<file path="config.mk">
export PLATFORM = sky130hd
export DESIGN_NAME = stopwatch_ctrl
export DESIGN_NICKNAME = d
export VERILOG_FILES = /design/src/rtl/stopwatch_pkg.sv /design/src/rtl/stopwatch_ctrl_tick_gen.sv /design/src/rtl/stopwatch_ctrl.sv
export SDC_FILE = /design/constraint.sdc
export NUM_CORES = 1
export LEC_CHECK = 0
export BUFFER_PORTS_ARGS = -buffer_cell sky130_fd_sc_hd__buf_4
export CAP_MARGIN = 10
export CELL_PAD_IN_SITES_DETAIL_PLACEMENT = 1
export CELL_PAD_IN_SITES_GLOBAL_PLACEMENT = 1
export CORE_MARGIN = 3
export CORE_UTILIZATION = 44
export DETAILED_ROUTE_END_ITERATION = 6
export GPL_TIMING_DRIVEN = 0
export PLACE_DENSITY_LB_ADDON = 0.1
export SYNTH_ARGS = -nofsm -noshare
export SYNTH_HDL_FRONTEND = slang
export SYNTH_HIERARCHICAL = 1
export SYNTH_SLANG_ARGS = --single-unit
export TNS_END_PERCENT = 10
</file>
<file path="constraint.sdc">
create_clock -name clk -period 2.1 [get_ports clk]
set_input_delay 0.315 -clock clk [delete_from_list [all_inputs] [get_ports clk]]
set_output_delay 0.315 -clock clk [all_outputs]
set_load 0.05 [all_outputs]
</file>
<file path="src/rtl/stopwatch_pkg.sv">
// Shared types for the stopwatch sequencer: 2-bit controller state encoding.
package stopwatch_pkg;

  typedef enum logic [1:0] {
    ST_IDLE = 2'b00,
    ST_RUN  = 2'b01,
    ST_STOP = 2'b10,
    ST_LAP  = 2'b11
  } sw_state_e;

  // Bit 0 of the encoding marks the two counting states (RUN, LAP).
  function automatic logic is_counting(sw_state_e s);
    return s[0];
  endfunction

endpackage

</file>
<file path="src/rtl/stopwatch_ctrl_tick_gen.sv">
// Free-running divider that pulses tick once every TICK_DIV enabled cycles.
module tick_gen #(
  parameter int TICK_DIV = 1000000,
  parameter int DIV_W    = 20
) (
  input  logic clk,
  input  logic reset,
  input  logic en,
  input  logic clr,
  output logic tick
);

  localparam logic [DIV_W-1:0] LAST = DIV_W'(TICK_DIV - 1);

  logic [DIV_W-1:0] count;

  // Holding the count while en is low lets a paused user keep the tick phase.
  always_ff @(posedge clk) begin
    if (reset || clr) begin
      count <= '0;
    end else if (en) begin
      count <= (count == LAST) ? '0 : count + 1'b1;
    end
  end

  assign tick = en && (count == LAST);

endmodule

</file>
<file path="src/rtl/stopwatch_ctrl.sv">
// Run/stop/lap/clear sequencer driving the cascaded BCD stopwatch chain.
module stopwatch_ctrl
  import stopwatch_pkg::*;
#(
  parameter int TICK_DIV   = 1000000,
  parameter int DIV_W      = 20,
  parameter int SAT_AT_MAX = 1
) (
  input  logic       clk,
  input  logic       reset,
  input  logic       start_stop,
  input  logic       lap_reset,
  input  logic       chain_at_max,
  output logic       cnt_inc,
  output logic       cnt_clr,
  output logic       disp_hold,
  output logic       running,
  output logic [1:0] state,
  output logic       overflow
);

  // Buttons are single-cycle event pulses with no backpressure: every high
  // cycle is consumed on the next edge, and start_stop wins over lap_reset.

  localparam logic SAT = (SAT_AT_MAX != 0);

  sw_state_e state_q;
  sw_state_e state_d;
  logic      tick;
  logic      max_hit;

  tick_gen #(
    .TICK_DIV(TICK_DIV),
    .DIV_W   (DIV_W)
  ) u_tick_gen (
    .clk  (clk),
    .reset(reset),
    .en   (is_counting(state_q)),
    .clr  (state_q == ST_IDLE),
    .tick (tick)
  );

  assign max_hit = tick && chain_at_max;

  always_comb begin
    state_d = state_q;
    case (state_q)
      ST_IDLE: if (start_stop) state_d = ST_RUN;
      ST_RUN: begin
        if (start_stop)     state_d = ST_STOP;
        else if (lap_reset) state_d = ST_LAP;
      end
      ST_LAP: begin
        if (start_stop)     state_d = ST_STOP;
        else if (lap_reset) state_d = ST_RUN;
      end
      ST_STOP: begin
        if (start_stop)     state_d = ST_RUN;
        else if (lap_reset) state_d = ST_IDLE;
      end
      default: state_d = ST_IDLE;
    endcase
    // Saturating at the chain maximum beats any button pressed that cycle.
    if (SAT && max_hit) state_d = ST_STOP;
  end

  always_ff @(posedge clk) begin
    if (reset) state_q <= ST_IDLE;
    else       state_q <= state_d;
  end

  always_ff @(posedge clk) begin
    if (reset)                   overflow <= 1'b0;
    else if (state_d == ST_IDLE) overflow <= 1'b0;
    else if (max_hit)            overflow <= 1'b1;
  end

  // A tick landing in a reset cycle must not disturb the chain being cleared.
  assign cnt_inc   = tick && !(SAT && chain_at_max) && !reset;
  assign cnt_clr   = (state_q == ST_IDLE);
  assign disp_hold = (state_q == ST_LAP);
  assign running   = is_counting(state_q);
  assign state     = state_q;

endmodule

</file>
# Word level (Yosys, flattened, before mapping)
# Index checks and enable logic that the tools add are counted.
dict set report totals {
  ff_bits 23
  input_bits 5
  elab_cells 28
  output_inout_bits 7
}
dict set report classes {
  n_reduce_logical 10
  eq_ne 4
  addsub 1
  muxes 10
}
# op n
set ops {}
lappend ops {{20-bit by 1-bit adder with 20-bit output (second input constant)} 1}
lappend ops {{20-bit == test (second input constant)} 1}
lappend ops {{20-bit 2-to-1 mux} 1}
lappend ops {{2-bit 2-to-1 mux} 8}
lappend ops {{2-bit case mux with 4 select lines} 1}
lappend ops {{2-bit == test (second input constant)} 2}
lappend ops {{1-bit logical AND} 4}
lappend ops {{2-bit zero test} 2}
lappend ops {{2-bit by 1-bit == test with 1-bit output (second input constant)} 1}
lappend ops {{1-bit zero test} 2}
lappend ops {{2-bit OR reduction} 1}
lappend ops {{1-bit logical OR} 1}

# Longest topological paths before layout
dict set report depth {
  ltp_word 6
  mapped_depth 7
  depth_no_buf 7
}

# Cells and area by module
# The synthesis kept the hierarchy.
# module area_each_um2 cells_each instances seq_area_each_um2
set modules_own_cells {}
lappend modules_own_cells {tick_gen 1066.0 111 1 400.4}
lappend modules_own_cells {stopwatch_ctrl 155.1 18 1 60.1}

# Worst setup path after synthesis
# Ideal clock, no wire load.
dict set report synth_path {
  path_type {flip-flop to output port}
  from {register state_q[0], in the netlist state[0]}
  to {output cnt_inc}
  required_time_ps 1785
  t_arrival_ps 2857
  setup_slack_ps -1072
  n_path_buf 1
  path_stages_with_launch 6
  cell_sequence {dfxtp_1 buf_4 and3_4 nand4_2 nor4_1 nor3b_1}
}
dict set report synth_between {
  elab_chain_len 3
}
# item line
set synth_lines {}
lappend synth_lines {{start, declared} stopwatch_ctrl.sv:27} ;# sw_state_e state_q;
lappend synth_lines {{start signal, assigned} stopwatch_ctrl.sv:69} ;# else state_q <= state_d;
lappend synth_lines {{1-bit logical AND} stopwatch_ctrl_tick_gen.sv:26} ;# assign tick = en && (count == LAST);
lappend synth_lines {{via tick} stopwatch_ctrl.sv:29} ;# logic tick;
lappend synth_lines {{1-bit logical AND (2 in series)} stopwatch_ctrl.sv:79} ;# assign cnt_inc = tick && !(SAT && chain_at_max) && !reset;
lappend synth_lines {{end, declared} stopwatch_ctrl.sv:14} ;# output logic cnt_inc,
# The timed path passes the listed nets, and every way through them passes these cells.

# Final worst setup path
dict set report layout_path {
  from {register u_tick_gen.count[0]}
  to {output cnt_inc}
}
dict set report layout_between {
  elab_chain_len 4
}
# item line
set layout_lines {}
lappend layout_lines {{start, declared} stopwatch_ctrl_tick_gen.sv:15} ;# logic [DIV_W-1:0] count;
lappend layout_lines {{start signal, assigned} stopwatch_ctrl_tick_gen.sv:22} ;# count <= (count == LAST) ? '0 : count + 1'b1;
lappend layout_lines {{20-bit == test} stopwatch_ctrl_tick_gen.sv:26}
lappend layout_lines {{1-bit logical AND} stopwatch_ctrl_tick_gen.sv:26}
lappend layout_lines {{via tick} stopwatch_ctrl.sv:29}
lappend layout_lines {{1-bit logical AND (2 in series)} stopwatch_ctrl.sv:79}
# The timed path passes the listed nets, and every way through them passes these cells.

==> summary.md <==
| Metric | Value |
|---|---|
| Outcome | `complete, but fails checks` |
| Violated checks | `setup timing` |
| MaxCap Viol Count | `0` |
| Sequential-to-total area share from yosys stat | `approximately 38%` |
| Dpl hpwl | `1.891 mm` |
| Worst Max-Slew Pin Slew | `0.3922 ns` |
| CTS buffer count | `3` |
| Remaining DRCs | `0` |
| Setup Viol. Count Final | `1` |
| Non-filler cells, final | `~180` |
| Synthesized cell area | `0.001221 mm²` |
| Number of synthesized flops with an enable pin | `0` |
| Synth cell types | `35` |
| Grt ovf | `0` |
| DRT antenna net count | `0` |
| Proportion of layout cells with a drive suffix above 1 | `44.44%` |
| Largest area contributor in the synthesized netlist | `dfxtp_1` |
| H-tree depth | `1` |
| Clock sink total | `23` |
| Layout area overhead | `23.98%` |
| RSZ-0062 raised after global routing | `yes` |
| Fraction of registers with async set/reset | `0%` |
| DIE WIDTH | `between 50 and 60 µm` |
| Clk_skew | `between 0.004 and 0.005 ns` |
| Total track usage | `between 10% and 20%` |
| Final min period | `roughly 2.1 ns` |
| PD cells | `between 500 and 600 mW/mm²` |
| Max Slew Vio Count | `0` |
| GPL Wtd Cong | `0.7782` |
| Die Height | `approximately 59 µm` |
| Clock transition at the registers of the reported paths | `0.13 ns` |
| CTS tree | `done` |
| Commonest non-fill, non-tap cell in the layout | `buf_4` |
| Arrival time worst endpoint | `between 1.5 and 2 ns` |
| Drt total wl | `approximately 2.8 mm` |
| Global-route wire length before repair | `around 4.7 mm` |
| Dpl cell area | `between 0.001 and 0.0015 mm²` |
| Largest stage delay, worst path | `just under 0.4 ns` |
| Final period util | `102.0%` |
| PortBufs | `11` |
| Post-layout worst setup margin | `-0.04294 ns` |
| Critical-path top delay cell | `dfxtp_4` |
| Internal reg-to-reg setup slack | `around 0.30 ns` |
| Nets | `160` |
| Placed insts | `170` |
| Largest net degree at the start of global routing | `14` |
| First DRT Iteration DRCs | `14` |
| ANT cells | `0` |
| Initial Utilization | `47.56%` |
| Most frequent cells in the layout | `buf_4, dfxtp_1, nor2_2, nand2_1, xnor2_1` |
| IR drop worst, VDD | `0.0003129 V` |
| Vias in the first global route | `around 1000` |
| Leakage power figure | `roughly 0.00053 µW` |
| # rows | `18` |
| Worst path top cell family by delay | `simple AND/OR/NAND/NOR gates` |
| DR vias | `1011` |
| Pre-CTS setup slack | `about 0.045 ns` |
| Synth top area share | `between 30 and 40%` |
| CTS root buf | `clkbuf_4` |
| Max Freq | `about 0.47 GHz` |
| CP bufs+invs | `1` |
| Worst Setup End Kind | `output pin` |
| Crit path cell chain | `ha_4 -> and3_4 -> nand4_4 -> nor4_4 -> nor3b_4 -> buf_6` |
| Fillers | `between 300 and 400` |
| CTS max path bufs | `2` |
| WL per Instance | `between 15 and 20 µm` |
| Synth Area per Inst | `9.466 µm²` |
| Total I/O pin count | `12` |
| Crit-path max FO | `3` |
| Crit Path Class | `reg -> out` |
| Initial antenna violation count | `0` |
| Main synth FF type | `dfxtp_1` |
| Register bit total from synthesis | `23` |
| Die ar. | `between 0.003 and 0.004 mm²` |
| Setup TNS | `-0.04294 ns` |
| CP required | `about 1.8 ns` |
| Clk Latency, worst-skew pair | `approximately 0.31 ns` |
| HP Class | `in -> reg` |
| Synthesized Nets | `135` |
| Total power | `762.5 µW` |
| Count of warnings emitted by yosys | `6` |
| Routed vias/inst | `approximately 5.5` |
| Final count of hold timing violations | `0` |
| Initial DRT Pass Iterations | `4` |
| Crit path launch type | `flop` |
| Final Cell Area | `between 0.0015 and 0.002 mm²` |
| Synth top area cells | `dfxtp_1, nor2_2, xnor2_1` |
| Syn Inst Count | `~130` |
| Slew headroom | `73.61%` |
| Total core area | `roughly 0.0026 mm²` |
[logic make-up after synthesis]
logic type	count (synthesis)	synth area share, %
xor+xnor	16	11.48
fa+ha+maj	1	1.024
simple gates	69	36.17
buf+inv	6	3.688
mux	1	0.8197
flops	23	37.70
compound gates	13	9.118
[state kept, by name, indices dropped and copies added, names as in the netlist]
| name | count |
|---|---|
| overflow | 1 |
| u_tick_gen/count | 20 |
| state | 2 |
[report_power, final]
part | internal (µW) | switching (µW) | total, µW | leakage [µW]
sequential | 440 | 7.55 | 448 | 0.000190
clock | 71.1 | 133 | 204 | 0.0000177
combinational | 41.3 | 69.6 | 111 | 0.000321
[path summary, 6_finish.rpt]
check	from	endpoint	cells after the start
worst max register to register	u_tick_gen/count[0]	u_tick_gen/count[11]	7
worst max-delay path	u_tick_gen/count[0]	cnt_inc	6
worst min register to register	overflow	overflow	2
worst min-delay path	reset	state[1]	2
[cells in the mapped netlist (2+ instances only)]
cell	n
xor2_1	7
nand4_1	3
buf_4	2
buf_6	2
nor4b_1	2
dfxtp_1	23
a21oi_2	4
and4_1	3
nor2_2	16
nor4_1	6
o21ai_0	2
or4_1	3
or3_1	2
nand4_2	3
o31ai_1	3
nor2_1	5
inv_1	2
nand3_1	5
nand2_1	12
xnor2_1	9
[final cells by class]
class | instances | area [µm²] | area share [%]
multi-input combinational | 100 | 775.7 | 51.24
sequential | 23 | 474.2 | 31.32
timing repair buffer | 21 | 161.4 | 10.66
tap | 30 | 37.54 | 2.479
buffer | 3 | 30.03 | 1.983
clock buffer | 3 | 22.52 | 1.488
inverter | 2 | 7.507 | 0.4959
clock inverter | 1 | 5.005 | 0.3306
[repair_timing]
item | CTS | global route
hold buffers | 0 | 0
setup endpoints to repair | 1 | 1
pin swaps | 4 | 3
buffers inserted | 7 | 3
gates resized for setup | 13 | 1
[metal layers]
layer	global-route usage [%]	vias to the layer above	part of all wire (%)
met5	0	-	0
met4	4.854	0	0.86
met3	4.605	2	2.7
met2	31.26	12	51
met1	21.79	490	45
li1	-	507	-
[metrics by stage]
step	util, %	hold slack, ns
finish	58.97	0.2046
global route	58.97	0.1593
CTS	57.99	0.1847
detailed placement	53.07	0.4818
global placement	53.07	0.4626
floorplan	-	0.3770
Note: power is estimated with default switching activity, not from simulation.
